## src/rtl/ser_pkg.sv

```systemverilog
// Shared definitions for the bit-stream serializer: FSM state encodings,
// default idle level and the bit-counter width helper.
package ser_pkg;

   typedef enum logic [1:0] {
      S_IDLE   = 2'd0,
      S_SHIFT  = 2'd1,
      S_PARITY = 2'd2
   } state_t;

   localparam logic IDLE_LVL_DEF = 1'b0;

   // Counter must be able to hold WIDTH (one past the last data bit index).
   function automatic int cnt_w(input int w);
      return $clog2(w + 1);
   endfunction

endpackage

```

## src/rtl/bit_stream_serializer_piso_shreg.sv

```systemverilog
// WIDTH-bit load/shift-left register; o_next is the bit that becomes MSB after
// the next shift. Async active-low reset.
module piso_shreg #(
   parameter int WIDTH = 8
) (
   input  logic             clk,
   input  logic             rst_n,
   input  logic             i_load,
   input  logic             i_shift,
   input  logic [WIDTH-1:0] i_d,
   output logic             o_next
);

   logic [WIDTH-1:0] r_q;

   // Departing MSB wraps to the LSB; it is never observed again within a word.
   always_ff @(posedge clk or negedge rst_n) begin
      if (!rst_n)
         r_q <= '0;
      else if (i_load)
         r_q <= i_d;
      else if (i_shift)
         r_q <= {r_q[WIDTH-2:0], r_q[WIDTH-1]};
   end

   assign o_next = r_q[WIDTH-2];

endmodule

```

## src/rtl/bit_stream_serializer.sv

```systemverilog
// Parallel-in/serial-out word serializer, MSB first, gap-free back-to-back.
// Optional even-parity bit after the LSB when SER_PARITY_EN is defined.
module bit_stream_serializer
   import ser_pkg::*;
#(
   parameter int   WIDTH    = 8,
   parameter logic IDLE_LVL = IDLE_LVL_DEF
) (
   input  logic             clk,
   input  logic             rst,
   input  logic [WIDTH-1:0] data_in,
   input  logic             load_valid,
   output logic             load_ready,
   output logic             signal,
   output logic             busy,
   output logic             done
);

   localparam int            CW   = cnt_w(WIDTH);
   localparam logic [CW-1:0] LAST = CW'(WIDTH - 1);

   state_t        r_state, w_state_nxt;
   logic [CW-1:0] r_bit_cnt;
   logic          r_signal, r_busy;
   logic          w_next_bit, w_last_data, w_final, w_accept, w_shift;

   assign w_last_data = (r_state == S_SHIFT) && (r_bit_cnt == LAST);
`ifdef SER_PARITY_EN
   assign w_final     = (r_state == S_PARITY);
`else
   assign w_final     = w_last_data;
`endif
   assign load_ready  = (r_state == S_IDLE) || w_final;
   assign w_accept    = load_valid & load_ready;
   assign w_shift     = (r_state == S_SHIFT) && !w_last_data;

   assign signal = r_signal;
   assign busy   = r_busy;
   assign done   = w_final;

   piso_shreg #(.WIDTH(WIDTH)) u_shreg (
      .clk     (clk),
      .rst_n   (rst),
      .i_load  (w_accept),
      .i_shift (w_shift),
      .i_d     (data_in),
      .o_next  (w_next_bit)
   );

   always_ff @(posedge clk or negedge rst) begin
      if (!rst)
         r_state <= S_IDLE;
      else
         r_state <= w_state_nxt;
   end

   always_comb begin
      w_state_nxt = r_state;
      case (r_state)
         S_IDLE:   if (w_accept) w_state_nxt = S_SHIFT;
         S_SHIFT:  if (w_last_data) begin
`ifdef SER_PARITY_EN
            w_state_nxt = S_PARITY;
`else
            w_state_nxt = w_accept ? S_SHIFT : S_IDLE;
`endif
         end
         S_PARITY: w_state_nxt = w_accept ? S_SHIFT : S_IDLE;
         default:  w_state_nxt = S_IDLE;
      endcase
   end

`ifdef SER_PARITY_EN
   logic r_par;

   // Running XOR of every data bit already placed on 'signal'.
   always_ff @(posedge clk or negedge rst) begin
      if (!rst)
         r_par <= 1'b0;
      else if (w_accept)
         r_par <= data_in[WIDTH-1];
      else if (w_shift)
         r_par <= r_par ^ w_next_bit;
   end
`endif

   always_ff @(posedge clk or negedge rst) begin
      if (!rst) begin
         r_signal  <= IDLE_LVL;
         r_busy    <= 1'b0;
         r_bit_cnt <= '0;
      end else if (w_accept) begin
         r_signal  <= data_in[WIDTH-1];
         r_busy    <= 1'b1;
         r_bit_cnt <= '0;
      end else if (w_shift) begin
         r_signal  <= w_next_bit;
         r_bit_cnt <= r_bit_cnt + CW'(1);
`ifdef SER_PARITY_EN
      end else if (w_last_data) begin
         r_signal  <= r_par;
         r_bit_cnt <= r_bit_cnt + CW'(1);
`endif
      end else if (w_final) begin
         r_signal  <= IDLE_LVL;
         r_busy    <= 1'b0;
         r_bit_cnt <= '0;
      end
   end

endmodule

```

## config.mk

```make
export PLATFORM = sky130hd
export DESIGN_NAME = bit_stream_serializer
export DESIGN_NICKNAME = d
export VERILOG_FILES = /design/src/rtl/ser_pkg.sv /design/src/rtl/bit_stream_serializer_piso_shreg.sv /design/src/rtl/bit_stream_serializer.sv
export SDC_FILE = /design/constraint.sdc
export NUM_CORES = 1
export LEC_CHECK = 0
export BUFFER_PORTS_ARGS = -buffer_cell sky130_fd_sc_hd__buf_4
export CAP_MARGIN = 20
export CORE_MARGIN = 8
export CORE_UTILIZATION = 51
export DETAILED_ROUTE_END_ITERATION = 10
export PLACE_DENSITY = 0.75
export SLEW_MARGIN = 10
export SYNTH_ARGS = -nofsm -noshare
export SYNTH_HDL_FRONTEND = slang
export SYNTH_HIERARCHICAL = 1
export SYNTH_SLANG_ARGS = --single-unit
```

## constraint.sdc

```tcl
create_clock -name clk -period 1.85 [get_ports clk]
set_clock_uncertainty 0.05 [all_clocks]
set_input_delay 0.185 -clock clk [delete_from_list [all_inputs] [get_ports clk]]
set_output_delay 0.185 -clock clk [all_outputs]
set_load 0.02 [all_outputs]
```

## Word-level counts from Yosys, hierarchy flattened

Index checks and enable logic that the tools add are counted.
W data, S select, Z words.

| storage, ports and cells | value |
|---|---|
| bits of input ports | 11 |
| flip-flop bits (word level) | 16 |
| output and inout bits | 4 |

| cells by class | value |
|---|---|
| mux-type cells | 14 |
| add/subtract/negate cells | 1 |
| reduce and logical (&&, ||, !) cells | 10 |
| eq/ne operators | 6 |
| bitwise gates (word level) | 1 |

Operator list:

| cell | number |
|---|---|
| $mux W8 | 2 |
| $mux W4 | 3 |
| $mux W1 | 6 |
| $ne A2 B2 Y1 const B | 3 |
| $pmux W2 S3 | 1 |
| $add A4 B1 Y4 const B | 1 |
| $eq A4 B3 Y1 const B | 1 |
| $mux W2 | 2 |
| $reduce_and A2 Y1 | 2 |
| $reduce_bool A2 Y1 | 2 |
| $reduce_bool A3 Y1 | 1 |
| $eq A2 B1 Y1 const B | 1 |
| $eq A2 B2 Y1 const B | 1 |
| $logic_and A1 B1 Y1 | 2 |
| $logic_not A2 Y1 | 1 |
| $and A1 B1 Y1 | 1 |
| $logic_not A1 Y1 | 1 |
| $logic_or A1 B1 Y1 | 1 |

## Depth between registers and ports, before layout

| logic depth | value |
|---|---|
| word-level depth | 7 |
| depth in mapped cells | 7 |

## Hierarchy

Netlist, hierarchy kept.

By module, submodules not included:

| module | cells each | times used | area an instance (um^2) | sequential area each (um^2) |
|---|---|---|---|---|
| piso_shreg | 34 | 1 | 372.9 | 200.2 |
| bit_stream_serializer | 37 | 1 | 351.6 | 175.2 |

## Worst setup path after synthesis

OpenSTA, ideal clock, no wires.

| timing | value |
|---|---|
| path kind | flip-flop to flip-flop |
| start point | register r_bit_cnt[0] |
| end point | register u_shreg.r_q[6] |
| path slack | 0.184 ns |
| stages on the path, launching flop included | 8 |
| data required time | 1.673 ns |
| buffers on the path | 1 |
| clock period less this slack | 1.666 ns |
| data arrival time | 1.489 ns |
| path through | dfrtp_1 ha_1 nand3b_2 nand2_1 and2_1 buf_6 nand2_1 o21ai_1 |

| on the way | value |
|---|---|
| cells in the longest elaborated chain, start to end | 5 |
| elaborated cells between the ends (all ways) | 8 |
| those cells by class | eq/ne (1); mux (1); bitwise (1); reduce/logical (5) |

RTL lines:

| what | line | source |
|---|---|---|
| from (decl) | bit_stream_serializer.sv:23 | `logic [CW-1:0] r_bit_cnt;` |
| from (signal assigned) | bit_stream_serializer.sv:98 | `r_bit_cnt <= r_bit_cnt + CW'(1);` |
| $eq A4 B3 Y1 * | bit_stream_serializer.sv:27 | `assign w_last_data = (r_state == S_SHIFT) && (r_bit_cnt == LAST);` |
| $logic_and A1 B1 Y1 * | bit_stream_serializer.sv:27 |  |
| $logic_or A1 B1 Y1 * | bit_stream_serializer.sv:33 | `assign load_ready = (r_state == S_IDLE) \|\| w_final;` |
| named net load_ready | bit_stream_serializer.sv:13 | `output logic load_ready,` |
| $and A1 B1 Y1 * | bit_stream_serializer.sv:34 | `assign w_accept = load_valid & load_ready;` |
| named net w_accept | bit_stream_serializer.sv:25 | `logic w_next_bit, w_last_data, w_final, w_accept, w_shift;` |
| $mux W8 / $reduce_bool A2 Y1 (equally long branches) | -- |  |
| to (signal assigned) | bit_stream_serializer_piso_shreg.sv:21 | `r_q <= i_d;` |
| to (signal assigned) | bit_stream_serializer_piso_shreg.sv:23 | `r_q <= {r_q[WIDTH-2:0], r_q[WIDTH-1]};` |
| to (decl) | bit_stream_serializer_piso_shreg.sv:14 | `logic [WIDTH-1:0] r_q;` |

Mark *: on every way through the listed nets, which the timed path passes. The rest lies on a longest branch.
A chain may end at the register's enable or synchronous reset.

## Final worst setup path

| timing | value |
|---|---|
| start point | register r_bit_cnt[0] |
| end point | register u_shreg.r_q[7] |

| on the way | value |
|---|---|
| cells in the longest elaborated chain, start to end | 5 |
| elaborated cells between the ends (all ways) | 8 |
| those cells by class | eq/ne (1); mux (1); bitwise (1); reduce/logical (5) |

RTL lines:

| what | line | source |
|---|---|---|
| $eq A4 B3 Y1 | bit_stream_serializer.sv:27 |  |
| $logic_and A1 B1 Y1 | bit_stream_serializer.sv:27 |  |
| $logic_not A1 Y1 | bit_stream_serializer.sv:35 | `assign w_shift = (r_state == S_SHIFT) && !w_last_data;` |
| $logic_and A1 B1 Y1 | bit_stream_serializer.sv:35 |  |
| named net w_shift | bit_stream_serializer.sv:25 |  |
| $reduce_bool A2 Y1 (no line) | -- |  |

The timed path passes the listed nets, and every way through them passes these cells.

==> impl_summary.txt <==
----------------------------------------------------
[Hold path]
  Number of cells on the worst hold path ... 3
  Worst-case hold path end point ... u_shreg/r_q[4]$_DFFE_PN0P_
  Hold Path Class ... in2reg
  Startpoint of the tightest hold check path ... data_in[4]

[Global routing]
  Residual overflow from global routing ... 0
  Maximum number of pins on one net before global-route repair ... 17
  Combined global-route utilization of all metal layers ... 0.110
  Number of global-route vias before repair ... between 500 and 600
  Antenna violations before repair ... 0
  Wire length of the first global-routing pass ... roughly 2.3 mm

[CTS]
  Number of buffers added for setup after CTS ... 0
  Count of cells resized by post-cts repair ... 0
  Number of H-tree branching levels ... 1
  Maximum number of buffers from clock root to sink ... 2
  Number of clock sinks ... 15
  Clock insertion delay at the later pin of the skew report ... roughly 290 ps
  Library cell used as clock root buffer ... clkbuf_4
  Number of clock buffers inserted by TritonCTS ... 3
  CTS tree ... built
  Clock transition at the registers of the reported paths ... 100 ps
  Post-CTS Hold Buffers ... 1

[Routing]
  Ratio of routed vias to standard cells ... 5.32
  Routed Wire Length ... about 1.4 mm
  Total number of vias ... 553
  Drc violations ... 0
  Final routed wire length divided by cell count ... approximately 13 µm
  DRT Pass-1 Iters ... 4
  Count of nets left with antenna violations after detail routing ... 0
  Iter 0 DRT Violations ... 20

[Timing]
  Final count of pins violating max slew ... 0
  Worst slew margin relative to its limit ... 0.654
  Worst-margin pin slew ... 519 ps
  Setup WS post-layout ... roughly 170 ps
  Post-route worst hold slack ... a little over 50 ps
  Total negative slack for setup checks ... 0 ps
  Setup-violating endpoint count in the final report ... 0
  Shortest clock period the worst path allows after layout ... between 1500 and 2000 ps
  Timing-limited maximum frequency ... just under 600 MHz
  Final Hold Fails ... 0
  Share of the clock period used by the worst path ... 0.908
  Unrepaired setup endpoints after global routing ... no

[Placement]
  Area of placed instances ... between 800 and 900 µm²
  Worst slack after detailed placement ... approximately 180 ps
  Half-perimeter wire length after detailed placement ... about 1000 µm
  Number of port buffers ... 14
  Placed Instances ... 99
  RD Place Congestion ... between 0.7 and 0.8

[Finish]
  Net count of the finished layout ... slightly above 100
  Non-filler cells, final ... approximately 100
  Area grow syn2layout ... 20.6%
  Post-layout instance area ... about 870 µm²
  Antenna Cells ... 0
  Layout fillers ... between 100 and 150
  Ratio of cells with drive above 1 in the final layout ... 0.236

[Power and ir drop]
  Worst vdd ir ... between 800 and 900 µV
  Power density of the placed cells ... 1660 nW/µm²
  Static Leakage ... between 0.4 and 0.5 nW

[Logic synthesis]
  Number of warnings printed during yosys synthesis ... 6
  Post-synthesis sequential element count ... 15
  Most common library cells after synthesis ... dfrtp_1 (15), nand2_1 (12), mux2i_1 (10)
  Main area contributors after synthesis ... dfrtp_1 (52%), mux2i_1 (14%), nand2_1 (6.2%)
  Library cell with the highest instance count after synthesis ... dfrtp_1
  Fraction of registers with async set or reset after synthesis ... 1.00
  Summed instance area of the synthesized netlist ... ~720 µm²
  Avg Synthesized Cell Area ... 10.2 µm²
  Total nets after synthesis ... 83
  Area share of the leading cell type in the synthesized netlist ... 0.518
  Proportion of synthesized chip area in sequential cells ... 0.518
  Distinct cell type count after synthesis ... 19
  Number of instances in the synthesized netlist ... just over 70
  Library cell occupying the most area in the post-synthesis netlist ... dfrtp_1
  Number of synthesized flops with an enable pin ... 0
  Primary flip-flop cell chosen by synthesis mapping ... dfrtp_1

[Worst setup path]
  Data required time at the worst endpoint ... between 1500 and 2000 ps
  R2r endpoint ... u_shreg/r_q[7]$_DFFE_PN0P_
  Type of the setup path with the least slack ... reg2reg
  Endpoint type of the worst setup path ... flop
  Worst reg2reg path depth ... 6
  Largest driver fanout on the critical path ... 8
  Register-to-register setup slack ... 170 ps
  Crit start category ... flop
  Arrival time of the worst setup path ... around 1800 ps
  Source of the worst register-to-register timing path ... r_bit_cnt[0]$_DFFE_PN0P_

[Floorplan]
  Vertical die dimension ... between 50 and 60 µm
  Horizontal die dimension ... between 50 and 60 µm
  Initial standard-cell utilization of the core ... 0.550
  Core region area ... roughly 1300 µm²
  Total die area ... 2880 µm²
  Row cnt ... 13
  Boundary pin count ... 15

[Run]
  MaxCap Viol Count ... 0

[Run status]
  Run status ... finished, final reports clean

----------------------------------------------------
[through the flow]
stage          total power, mW  utilization
2_1_floorplan             1.10            -
3_3_place_gp              1.24        0.634
3_5_place_dp              1.27        0.634
4_1_cts                   1.46        0.663
5_1_grt                   1.57        0.663
6_report                  1.45        0.663
[report_power, final]
group	total, mW	internal, mW	switching, mW	leakage (nW)
Combinational	0.659	0.317	0.342	0.261
Clock	0.188	0.0802	0.108	0.0177
Sequential	0.603	0.493	0.110	0.181
Total	1.45	0.890	0.559	0.460
[placed cells by master (no fill, tap or decap)]
cell	count
clkbuf_4	3
nand2b_1	1
ha_1	1
nand3_1	2
buf_4	16
nor2_1	3
inv_1	4
dlygate4sd3_1	1
nand2_1	12
dfrtp_1	15
and2_1	1
o221ai_1	1
mux2i_1	10
a32o_1	1
o21ai_0	1
a21oi_1	5
nand3b_2	1
or4_1	1
nand3b_1	1
o21ai_1	8
clkinv_2	1
[how the worst max path moves through the flow]
stage | from | to | slack [ps] | depth (start not counted)
CTS | r_bit_cnt[0]$_DFFE_PN0P_ | u_shreg/r_q[7]$_DFFE_PN0P_ | 170 | 6
global route | r_bit_cnt[0]$_DFFE_PN0P_ | u_shreg/r_q[7]$_DFFE_PN0P_ | 40 | 6
global placement | r_bit_cnt[0]$_DFFE_PN0P_ | u_shreg/r_q[0]$_DFFE_PN0P_ | 220 | 6
finish | r_bit_cnt[0]$_DFFE_PN0P_ | u_shreg/r_q[7]$_DFFE_PN0P_ | 170 | 6
detailed placement | r_bit_cnt[0]$_DFFE_PN0P_ | u_shreg/r_q[7]$_DFFE_PN0P_ | 180 | 6
floorplan | r_bit_cnt[0]$_DFFE_PN0P_ | u_shreg/r_q[6]$_DFFE_PN0P_ | 180 | 7
[cell families after synthesis]
group,Yosys count,share of synthesized area
and+or+nand+nor,22,0.145
AOI/OAI and AO/OA,16,0.123
DFF,15,0.518
muxes,10,0.138
buffers and inverters,7,0.0587
adders and majority gates,1,0.0173
[layout make-up]
cell class / instances / area (µm²) / share of cell area
timing repair buffer: 17 / 130 / 0.149
clock inverter: 1 / 5.00 / 0.00573
multi-input combinational: 49 / 307 / 0.351
clock buffer: 3 / 22.5 / 0.0258
inverter: 4 / 15.0 / 0.0172
tap: 15 / 18.8 / 0.0215
sequential: 15 / 375 / 0.430
[routing by layer]
metal | GRT usage | wire (µm)
met5 | 0 | 0
met3 | 0.0386 | 91
met1 | 0.150 | 704
met2 | 0.141 | 573
met4 | 0.0756 | 21
[state kept, by name, indices dropped and copies added, names as in the netlist]
| name | cells |
|---|---|
| u_shreg/r_q | 8 |
| r_bit_cnt | 4 |
| busy | 1 |
| signal | 1 |
| r_state | 1 |
[worst max-delay path, cell delays in order (launching register included)]
cell      delay [ps]
dfrtp_1          410
ha_1             250
nand3b_2         110
nand2_1          100
inv_1            320
mux2i_1          250
o21ai_1           70
Note: power is estimated with default switching activity, not from simulation.
